## src/rtl/decode_stage.sv

```systemverilog
// Instruction decode: flag-table lookup per opcode, decoded ops queued in a small FIFO.
// Latency 1 cycle from input acceptance to out_valid; in_ready depends on fill level only.
// Backpressure: the buffer holds ops while out_ready=0; input stalls when DEPTH entries are queued.

module decode_fifo #(
    parameter int W     = 8,
    parameter int DEPTH = 2
) (
    input  logic                       clk,
    input  logic                       rst_n,
    input  logic                       flush,
    input  logic                       push,
    input  logic                       pop,
    input  logic [W-1:0]               wr_dat,
    output logic [W-1:0]               rd_dat,
    output logic [$clog2(DEPTH+1)-1:0] count
);
    localparam int PW = (DEPTH > 1) ? $clog2(DEPTH) : 1;
    localparam int CW = $clog2(DEPTH+1);

    logic [W-1:0]  mem [DEPTH];
    logic [PW-1:0] wr_ptr;
    logic [PW-1:0] rd_ptr;

    function automatic logic [PW-1:0] ptr_inc(input logic [PW-1:0] p);
        return (p == PW'(DEPTH-1)) ? '0 : p + 1'b1;
    endfunction

    always_ff @(posedge clk or negedge rst_n) begin
        if (!rst_n) begin
            wr_ptr <= '0;
            rd_ptr <= '0;
            count  <= '0;
            for (int i = 0; i < DEPTH; i++) mem[i] <= '0;
        end else if (flush) begin
            wr_ptr <= '0;
            rd_ptr <= '0;
            count  <= '0;
        end else begin
            if (push) begin
                mem[wr_ptr] <= wr_dat;
                wr_ptr      <= ptr_inc(wr_ptr);
            end
            if (pop) rd_ptr <= ptr_inc(rd_ptr);
            count <= count + CW'(push) - CW'(pop);
        end
    end

    assign rd_dat = mem[rd_ptr];
endmodule

module decode_stage #(
    parameter int OPC_W  = 4,
    parameter int IDX_W  = 4,
    parameter int FLAG_W = 16,
    parameter int DEPTH  = 2
) (
    input  logic                        clk,
    input  logic                        rst_n,
    input  logic                        in_valid,
    input  logic [OPC_W+3*IDX_W-1:0]    in_instr,
    output logic                        in_ready,
    output logic                        out_valid,
    input  logic                        out_ready,
    output logic [1:0][IDX_W:0]         out_readregs,
    output logic [IDX_W:0]              out_writereg,
    output logic [7:0]                  out_flagouts,
    output logic [3:0]                  out_fuid,
    output logic                        out_illegal,
    input  logic                        cfg_we,
    input  logic [OPC_W-1:0]            cfg_addr,
    input  logic [FLAG_W-1:0]           cfg_data,
    input  logic                        flush,
    output logic [15:0]                 illegal_cnt
);
    localparam int INSTR_W = OPC_W + 3*IDX_W;
    localparam int RW      = IDX_W + 1;
    localparam int CW      = $clog2(DEPTH+1);
    localparam int NENT    = 1 << OPC_W;

    typedef struct packed {
        logic [1:0][RW-1:0] readregs;
        logic [RW-1:0]      writereg;
        logic [7:0]         flagouts;
        logic [3:0]         fuid;
        logic               illegal;
    } op_t;

    logic [FLAG_W-1:0] flag_table [NENT];
    logic [IDX_W-1:0]  fa, fb, fc;
    logic [OPC_W-1:0]  opcode;
    logic [FLAG_W-1:0] flags;
    logic [CW-1:0]     count;
    logic              accept, push, pop;
    op_t               dec, head;

    assign fa     = in_instr[INSTR_W-1 -: IDX_W];
    assign fb     = in_instr[INSTR_W-IDX_W-1 -: IDX_W];
    assign fc     = in_instr[INSTR_W-2*IDX_W-1 -: IDX_W];
    assign opcode = in_instr[OPC_W-1:0];
    // Registered table: a same-cycle cfg write lands at the edge, so this read sees the old entry.
    assign flags  = flag_table[opcode];

    assign in_ready  = (count < CW'(DEPTH));
    assign out_valid = (count != '0);
    assign accept    = in_valid && in_ready;
    assign push      = accept && !flush;
    assign pop       = out_valid && out_ready;

    always_comb begin
        dec = '0;
        if (flags[0])      dec.writereg = {fa, 1'b1};
        else if (flags[1]) dec.writereg = {fc, 1'b1};
        if (flags[2])      dec.readregs[0] = {fa, 1'b1};
        if (flags[3])      dec.readregs[1] = {fb, 1'b1};
        dec.flagouts = flags[15:8];
        dec.fuid     = flags[7:4];
        dec.illegal  = (flags == '0) && (opcode != '0);
    end

    always_ff @(posedge clk or negedge rst_n) begin
        if (!rst_n) begin
            for (int i = 0; i < NENT; i++)
                flag_table[i] <= (i == 1) ? FLAG_W'(16'h000E) : '0;
        end else if (cfg_we) begin
            flag_table[cfg_addr] <= cfg_data;
        end
    end

    always_ff @(posedge clk or negedge rst_n) begin
        if (!rst_n)
            illegal_cnt <= '0;
        else if (push && dec.illegal && (illegal_cnt != 16'hFFFF))
            illegal_cnt <= illegal_cnt + 16'd1;
    end

    decode_fifo #(.W($bits(op_t)), .DEPTH(DEPTH)) u_buf (
        .clk    (clk),
        .rst_n  (rst_n),
        .flush  (flush),
        .push   (push),
        .pop    (pop),
        .wr_dat (dec),
        .rd_dat (head),
        .count  (count)
    );

    assign out_readregs = head.readregs;
    assign out_writereg = head.writereg;
    assign out_flagouts = head.flagouts;
    assign out_fuid     = head.fuid;
    assign out_illegal  = head.illegal;
endmodule

```

## config.mk

```make
export PLATFORM = sky130hd
export DESIGN_NAME = decode_stage
export DESIGN_NICKNAME = d
export VERILOG_FILES = /design/src/rtl/decode_stage.sv
export SDC_FILE = /design/constraint.sdc
export NUM_CORES = 1
export LEC_CHECK = 0
export ABC_AREA = 1
export BUFFER_PORTS_ARGS = -buffer_cell sky130_fd_sc_hd__buf_2
export CAP_MARGIN = 15
export CORE_MARGIN = 10
export CORE_UTILIZATION = 45
export DETAILED_ROUTE_END_ITERATION = 10
export SYNTH_ARGS = -nofsm -noshare
export SYNTH_HDL_FRONTEND = slang
export SYNTH_SLANG_ARGS = --single-unit
export TNS_END_PERCENT = 50
```

## constraint.sdc

```tcl
create_clock -name clk -period 1.6 [get_ports clk]
set_input_delay 0.48 -clock clk [delete_from_list [all_inputs] [get_ports clk]]
set_output_delay 0.48 -clock clk [all_outputs]
set_load 0.05 [all_outputs]
```

Yosys cells after proc, flatten, opt, wreduce, memory -nomap -nowiden --
Cells that the tools add are included.
Cells by class: add/subtract/negate cells 5, magnitude comparators 7, eq/ne operators 1, divide/modulo/power cells 0, reduce and logical (&&, ||, !) cells 15, bitwise gates (word level) 5, multiply operators 0, shift-type cells 0, muxes and demuxes 23
Operator list (count):
- $bwmux W256 | 1
- $mux W28 | 4
- $bmux W16 S4 | 1
- $demux W16 S4 | 1
- $bwmux W56 | 1
- $mux W16 | 3
- $demux W28 S1 | 1
- $mux W5 | 4
- $add A16 B1 Y16 const B | 1
- $logic_not A16 Y1 | 1
- $ne A16 B16 Y1 const B | 1
- $ge A5 B5 Y1 const B | 2
- $not A4 Y5 | 2
- $logic_and A1 B1 Y1 | 8
- $mux W1 | 6
- $reduce_bool A2 Y1 | 3
- $lt A5 B1 Y1 const B | 1
- $ge A2 B2 Y1 const B | 2
- $not A1 Y2 | 2
- $reduce_bool A4 Y1 | 1
- $add A1 B1 Y1 const B | 2
- $add A2 B1 Y2 | 1
- $lt A2 B1 Y1 const B | 1
- $lt A2 B2 Y1 const B | 1
- 5 further kinds | 5
Word-level totals: bits in latches 0, flip-flop bits (word level) 332, logic and storage cells 78, memories 0, output and inout bits 46, ROM bits 0, bits of input ports 42, bits in writable memories 0

Logic depth before layout (Yosys ltp) --
Gate-level depths: netlist of run 1.
word-level depth 8, mapped depth 18, mapped depth without buffers 15

Hierarchy --
A second synthesis of run 1 with hierarchy kept.
Second synthesis, totals: cell total of the unflattened synthesis 2129, area total of the unflattened synthesis 16380.7 sq um
By module, submodules not included:
- decode_stage | area an instance 13649.3 sq um, seq. area each 6810.3 sq um, cells an instance 1865, instances 1
- decode_fifo | area an instance 2731.4 sq um, seq. area each 1501.4 sq um, cells an instance 264, instances 1

Worst setup path after synthesis of run 1 --
Ideal clock, no wire load.
path kind flip-flop to output port, start reg u_buf.rd_ptr, end out out_flagouts[6], path slack -0.669 ns, arrival 1.789 ns, buffers on the path 2, required time 1.120 ns, stages on the path, launching flop included 4, cells stage by stage dfrtp_1 clkbuf_1 clkbuf_1 o21ai_0
On the way: longest elaborated chain between the ends 4
Ends and longest elaborated chain:
- start, declared | RTL line 23 | logic [PW-1:0] rd_ptr;
- start signal, assigned | RTL line 44 | if (pop) rd_ptr <= ptr_inc(rd_ptr);
- $not A1 Y2 (not written as such) | RTL line 49 | assign rd_dat = mem[rd_ptr];
- $mux W28 (not written as such) (3 in series) | RTL line 49
- end, declared | RTL line 67 | output logic [7:0] out_flagouts,
Every way passes these cells. The select of a mux whose other input is x is not followed.

Worst setup path after layout of run 1 --
start reg u_buf.rd_ptr, end out out_flagouts[5]
Same word-level chain as after synthesis.

==> metrics.md, run 1 <==
| Metric | Value |
|---|---|
| Run status | complete, but fails checks |
| Violated checks | setup timing |
| Core Rows | 68 |
| # port buffers | slightly below 90 |
| Crit-path slowest cell | dfrtp_2 |
| DR vias/cell | 5.27 |
| Maxcap violations | 0 |
| DR iter-0 viols | approximately 1,100 |
| Design Area, Final | 0.0211 mm^2 |
| Synth top area share | around half |
| Gate Count Post-Synth | approximately 2,100 |
| DIE HEIGHT | 209 um |
| Worst slew pin tran | ~0.44 ns |
| Clock Power Share | 31.2% |
| Comb power frac | ~30% |
| Setup Viol. Count Final | 69 |
| Setup repair after global routing missed its margin | yes |
| Synthesized area | 0.0160 mm^2 |
| Final net count | 2,345 |
| Register area | 0.00831 mm^2 |
| Hold Vio Cnt, Final | 0 |
| Area grow syn2layout | 31.8% |
| Clock-pin slew on the worst setup and hold paths | 0.06 ns |
| WS Path Type | reg2out |
| Hold crit path type | in2reg |
| Antenna violations before repair | 0 |
| Worst relative slew slack | 70.8% |
| Critical Path RT | 1.12 ns |
| H-tree depth | 2 |
| DRC viols | 0 |
| Pwr Density | about 1400 mW/mm^2 |
| GR Overflow Total | 0 |
| Startpoint Class | register |
| Die area | 0.0435 mm^2 |
| Post-synthesis register bit count | 332 |
| Worst Setup End Kind | output port |
| Critical Path AT | 1.58 ns |
| Place WS | -0.977 ns |
| FILL cells | approximately 3,000 |
| Largest net degree at the start of global routing | 52 |
| Area occupied by multi-input gates | 0.00681 mm^2 |
| Die width | approximately 210 um |
| Setup_tns | -20.02 ns |
| Clock tree from TritonCTS | done |
| Area leader, netlist | dfrtp_1 |
| GPL Wtd Cong | around 0.82 |
| Synth top area cells | dfrtp_1 51%, nand2_1 17%, o21ai_0 11%, nor2_1 4.3%, inv_1 4.2% |
| Initial core utilization | 46.0% |
| Worst path cell trace | buf_16 > o21ai_4 > buf_6 |
| Setup slack after layout | -0.456 ns |
| Remaining antenna violation count after routing | 0 |
| Max Fclk | 486 MHz |
| Slew Limit Fails | 0 |
| Clk sinks | approximately 330 |
| Total GRT Usage | a little under a quarter |
| CTS Root Buffer Type | clkbuf_16 |
| Minimum clock period | a little over 2 ns |
| WL final | just over 50,000 um |
| Psw | 9.86 mW |
| Global-route wire length before repair | about 81,000 um |
| Clk_lat worst skew | 0.53 ns |
| Area of the core | 0.0348 mm^2 |
| Sw Ratio | ~33% |
| Post-synthesis cell type count | 32 |
| TritonRoute pass-1 iters | 6 |
| Worst IR drop on VDD | ~1300 uV |
| Layout cells sized above 1 | 20.1% |
| Reg power frac | 38.8% |
| P_int | 19.6 mW |
| Register area share after synthesis | 52.0% |
| Mapped Nets | 2,149 |
| Drt wl/cell | 18.3 um |
| Fin crit share | 128% |
| Synthesized area per cell | 7.60 um^2 |
| Crit-path max cell delay | 0.49 ns |
| Clock skew | 0.0134 ns |
| CTS max path bufs | 3 |
| Post-DP HPWL | 31,000 um |
| CP max FO | 13 |
| P_leak | 10.3 nW |
| Vias | 14,700 |
| Top-Level Pins | 88 |
| Most frequent cells in the layout | 682 x nand2_1, 327 x dfrtp_1, 299 x o21ai_0 |
| Inserted Diodes | 0 |
| Dpl cell area | roughly 0.018 mm^2 |
| Commonest non-fill, non-tap cell in the layout | nand2_1 |
| Ys Warns | 0 |
| CTS Buf Count | 38 |
| Vias in the first global route | 14,300 |
-- power groups by stage --
stage | clock network (mW) | registers, mW | logic [mW]
after floorplan | 0 | 11.2 | 5.22
after global placement | 0 | 11.5 | 7.35
after detailed placement | 0 | 11.5 | 7.48
after CTS | 9.33 | 11.4 | 8.55
after global routing | 9.73 | 11.7 | 9.71
final | 9.21 | 11.4 | 8.82
-- what timing repair did --
| item | CTS | global route |
|---|---|---|
| setup endpoints to repair | 89 | 120 |
| resized for setup | 188 | 100 |
| buffers inserted | 25 | 8 |
| hold buffers | 1 | 0 |
| cloned | 16 | 2 |
| hold endpoints to repair | 22 | 0 |
| pin swaps | 44 | 34 |
-- synth_stat cells, drive strengths merged --
cell	count
xnor2	1
inv	180
xor2	1
clkinv	2
ha	3
nor2	188
buf	50
nand4	34
a31oi	6
clkbuf	86
o21ai	374
dfstp	3
nor4	1
nand3b	1
a21oi	21
dfrtp	329
nor2b	2
nand2	711
o22ai	4
o211ai	8
nand3	90
nor3	9
-- kinds of logic (layout without fill, tap and decap cells) --
family                     Yosys count  after routing  synth area share, %
AOI/OAI and AO/OA                  413            413                 13.3
adders and majority gates            3              3                0.235
DFF                                332            332                 52.0
and+or+nand+nor                   1036           1036                 26.0
buffers and inverters              318            542                 8.41
xor gates and xnor gates             2              2                0.110
-- registers in the layout, summed over array words and instances, names as in the netlist --
register / flops
flag_table: 256
u_buf.mem: 56
illegal_cnt: 16
u_buf.count: 2
u_buf.rd_ptr: 1
u_buf.wr_ptr: 1
-- layer usage --
layer	vias to the layer above	wire length, um	GRT usage [%]
met4	0	1310	7.07
met3	81	4020	4.36
met5	-	0	0
met1	6918	22000	30.9
li1	7105	-	-
met2	573	23600	36.9
-- final timing paths --
| path | startpoint | endpoint | slack [ns] | cells after the start |
|---|---|---|---|---|
| worst min-delay path | cfg_data[1] | flag_table[209]$_DFFE_PN0P_ | 0.19 | 3 |
| worst max-delay path | u_buf.rd_ptr$_DFFE_PN0P_ | out_flagouts[5] | -0.46 | 3 |
| worst max register to register | flag_table[80]$_DFFE_PN0P_ | illegal_cnt[3]$_DFFE_PN0P_ | -0.33 | 14 |
| min in group asynchronous | rst_n | flag_table[163]$_DFFE_PN0P_ | 0.48 | 2 |
| max in group asynchronous | rst_n | flag_table[64]$_DFFE_PN0P_ | 0.46 | 3 |
| worst min register to register | flag_table[68]$_DFFE_PN0P_ | flag_table[68]$_DFFE_PN0P_ | 0.48 | 2 |
-- worst max-delay path, delay by kind of cell, from the launching register on --
kind / cells / cell delay (ns)
flops: 1 / 0.49
buf+inv: 2 / 0.39
compound gates: 1 / 0.18
-- cell type report --
type	instances	area share [%]
Sequential cell	332	39.4
Multi-Input combinational cell	1454	32.3
Timing Repair Buffer	291	15.8
Clock buffer	58	5.74
Inverter	182	3.37
Tap cell	455	2.70
Clock inverter	10	0.611
Timing Repair inverter	1	0.0534
-- stage by stage --
step / cells / util, % / hold WS, ns / total power, mW
detailed placement: 2669 / 52.7 / 0.392 / 19.0
floorplan: 2104 / - / 0.184 / 16.5
finish: 2783 / 60.6 / 0.194 / 29.5
global placement: 2669 / 52.7 / 0.392 / 18.8
CTS: 2779 / 59.9 / 0.181 / 29.3
global route: 2783 / 60.6 / 0.205 / 31.1
(Power assumes the default switching activity.)
==> run 2, diff against run 1 <==
--- a/config.mk
+++ b/config.mk
@@ -11,6 +11,7 @@
 export CORE_MARGIN = 10
 export CORE_UTILIZATION = 45
 export DETAILED_ROUTE_END_ITERATION = 10
+export MAX_ROUTING_LAYER = met4
 export SYNTH_ARGS = -nofsm -noshare
 export SYNTH_HDL_FRONTEND = slang
 export SYNTH_SLANG_ARGS = --single-unit
==> metrics.md, run 2 (same netlist as run 1, synthesis figures left out) <==
| Metric | Value |
|---|---|
| CTS Root Buffer Type | clkbuf_16 (unchanged) |
| Most flops, register | flag_table (unchanged) |
| Psw | 9.88 mW (was 9.86 mW) |
| Run status | complete, but fails checks (unchanged) |
| Initial core utilization | 46.0% (unchanged) |
| Comb power frac | 29.9% (about the same) |
| GPL Wtd Cong | 0.834 (was 0.822) |
| Core Rows | 68 (unchanged) |
| Drt wl/cell | 18.3 um (about the same) |
| WS Path Type | reg2out (unchanged) |
| Setup slack after layout | -0.456 ns (about the same) |
| Max FFs per register | 256 (unchanged) |
| DRC viols | 0 (unchanged) |
| Clock-pin slew on the worst setup and hold paths | 0.06 ns (about the same) |
| Setup Viol. Count Final | 69 (unchanged) |
| Worst slew pin tran | 0.446 ns (was 0.438 ns) |
| Antenna violations before repair | 0 (unchanged) |
| Overall power | 29.5 mW (about the same) |
| Die width | 209 um (unchanged) |
| Violated checks | setup timing (unchanged) |
| Sw Ratio | 33.5% (about the same) |
| Maxcap violations | 0 (unchanged) |
| Top-Level Pins | 88 (unchanged) |
| Worst IR drop on VDD | 1320 uV (was 1310 uV) |
| # port buffers | 87 (unchanged) |
| Hold Vio Cnt, Final | 0 (unchanged) |
| Setup_tns | -20.23 ns (was -20.02 ns) |
| Critical Path RT | 1.12 ns (about the same) |
| P_int | 19.6 mW (about the same) |
| Slew Limit Fails | 0 (unchanged) |
| Die area | 0.0435 mm^2 (unchanged) |
| Top Registers | flag_table: 256 flops, u_buf.mem: 56 flops, illegal_cnt: 16 flops (unchanged) |
| Largest net degree at the start of global routing | 52 (unchanged) |
| Remaining antenna violation count after routing | 0 (unchanged) |
| Setup repair after global routing missed its margin | yes (unchanged) |
| Clk_lat worst skew | 0.53 ns (about the same) |
| Clock skew | 0.0115 ns (was 0.0134 ns) |
| Reg power frac | 38.9% (was 38.8%) |
| Startpoint Class | register (unchanged) |
| Area of the core | 0.0348 mm^2 (unchanged) |
| Most frequent cells in the layout | 682 x nand2_1, 327 x dfrtp_1, 300 x o21ai_0 (was 682 x nand2_1, 327 x dfrtp_1, 299 x o21ai_0) |
| Layout cells sized above 1 | 20.1% (unchanged) |
| DIE HEIGHT | 209 um (unchanged) |
| Worst relative slew slack | 70.2% (was 70.8%) |
| P_leak | 10.3 nW (about the same) |
| Inserted Diodes | 0 (unchanged) |
| Total GRT Usage | 23.7% (was 23.0%) |
| DR vias/cell | 5.28 (was 5.27) |
| Global-route wire length before repair | 80,900 um (was 81,000 um) |
| CTS Buf Count | 38 (unchanged) |
| H-tree depth | 2 (unchanged) |
| Critical Path AT | 1.58 ns (about the same) |
| Minimum clock period | 2.06 ns (about the same) |
| GR Overflow Total | 0 (unchanged) |
| Clock tree from TritonCTS | done (unchanged) |
| Worst Setup End Kind | output port (unchanged) |
| Pwr Density | 1400 mW/mm^2 (about the same) |
| Post-DP HPWL | 31,000 um (unchanged) |
| FILL cells | 3,088 (unchanged) |
| TritonRoute pass-1 iters | 5 (was 6) |
| Clock Power Share | 31.3% (was 31.2%) |
| WL final | 51,000 um (about the same) |
| Max Fclk | 486 MHz (about the same) |
| Commonest non-fill, non-tap cell in the layout | nand2_1 (unchanged) |
| CP max FO | 13 (unchanged) |
| Vias in the first global route | 14,300 (about the same) |
| Final net count | 2,345 (unchanged) |
| Hold crit path type | in2reg (unchanged) |
| Clk sinks | 332 (unchanged) |
| Fin crit share | 129% (was 128%) |
| CTS max path bufs | 3 (unchanged) |
| Area grow syn2layout | 31.8% (unchanged) |
| DR iter-0 viols | 1,227 (was 1,088) |
| Vias | 14,700 (about the same) |
==> run 2: changes by cell type in the layout (fill, tap and decap cells not counted) <==
cell / previous run / this run
o21ai_0: 299 / 300
o21ai_1: 54 / 53
==> run 2: layout make-up <==
type,instances,area (um^2),share of cell area (%)
Sequential cell,332,8310,39.4
Multi-Input combinational cell,1454,6810,32.3
Timing Repair Buffer,291,3330,15.8
Clock buffer,58,1210,5.74
Inverter,182,709,3.37
Tap cell,455,569,2.70
Clock inverter,10,129,0.611
Timing Repair inverter,1,11.3,0.0534
==> run 2: path summary, 6_finish.rpt <==
check	start	to	slack (ns)	cells past startpoint
max	u_buf.rd_ptr$_DFFE_PN0P_	out_flagouts[5]	-0.46	3
min	cfg_data[2]	flag_table[210]$_DFFE_PN0P_	0.19	3
max reg2reg	flag_table[80]$_DFFE_PN0P_	illegal_cnt[5]$_DFFE_PN0P_	-0.33	14
min reg2reg	u_buf.mem[0]$_DFFE_PN0P_	u_buf.mem[0]$_DFFE_PN0P_	0.48	2
max in group asynchronous	rst_n	flag_table[36]$_DFFE_PN0P_	0.46	3
min in group asynchronous	rst_n	flag_table[163]$_DFFE_PN0P_	0.48	2
==> run 2: routing by layer <==
layer | vias up | routed length, um | track usage [%]
met5 | - | 0 | -
met4 | 0 | 1350 | 7.07
met3 | 85 | 3660 | 4.46
met2 | 517 | 23700 | 36.9
met1 | 7005 | 22300 | 30.9
li1 | 7096 | - | -
==> run 2: what timing repair did <==
item / CTS / global route
buffers inserted: 25 / 8
hold endpoints to repair: 22 / 0
pin swaps: 44 / 34
gates cloned: 16 / 2
hold buffers: 1 / 0
setup endpoints to repair: 89 / 120
resized for setup: 188 / 99
==> run 2: stage by stage <==
stage	hold WS [ns]	instances	instance area (um^2)	setup WS, ns	util [%]
5_1_grt	0.205	2783	21100	-0.502	60.6
3_5_place_dp	0.392	2669	18300	-0.977	52.7
3_3_place_gp	0.392	2669	18300	-0.972	52.7
2_1_floorplan	0.184	2104	16200	-0.463	-
6_report	0.192	2783	21100	-0.456	60.6
4_1_cts	0.181	2779	20800	-0.471	59.9
==> run 2: worst max-delay path: stages, from the launching register on <==
cell and delay, ns:
dfrtp_2 0.49, buf_16 0.21, o21ai_4 0.18, buf_6 0.18
==> run 2: power by group through the flow <==
stage	Combinational [mW]	Clock, mW	Sequential [mW]
CTS	8.55	9.33	11.4
detailed placement	7.48	0	11.5
finish	8.81	9.22	11.5
global route	9.71	9.73	11.7
global placement	7.35	0	11.5
floorplan	5.22	0	11.2
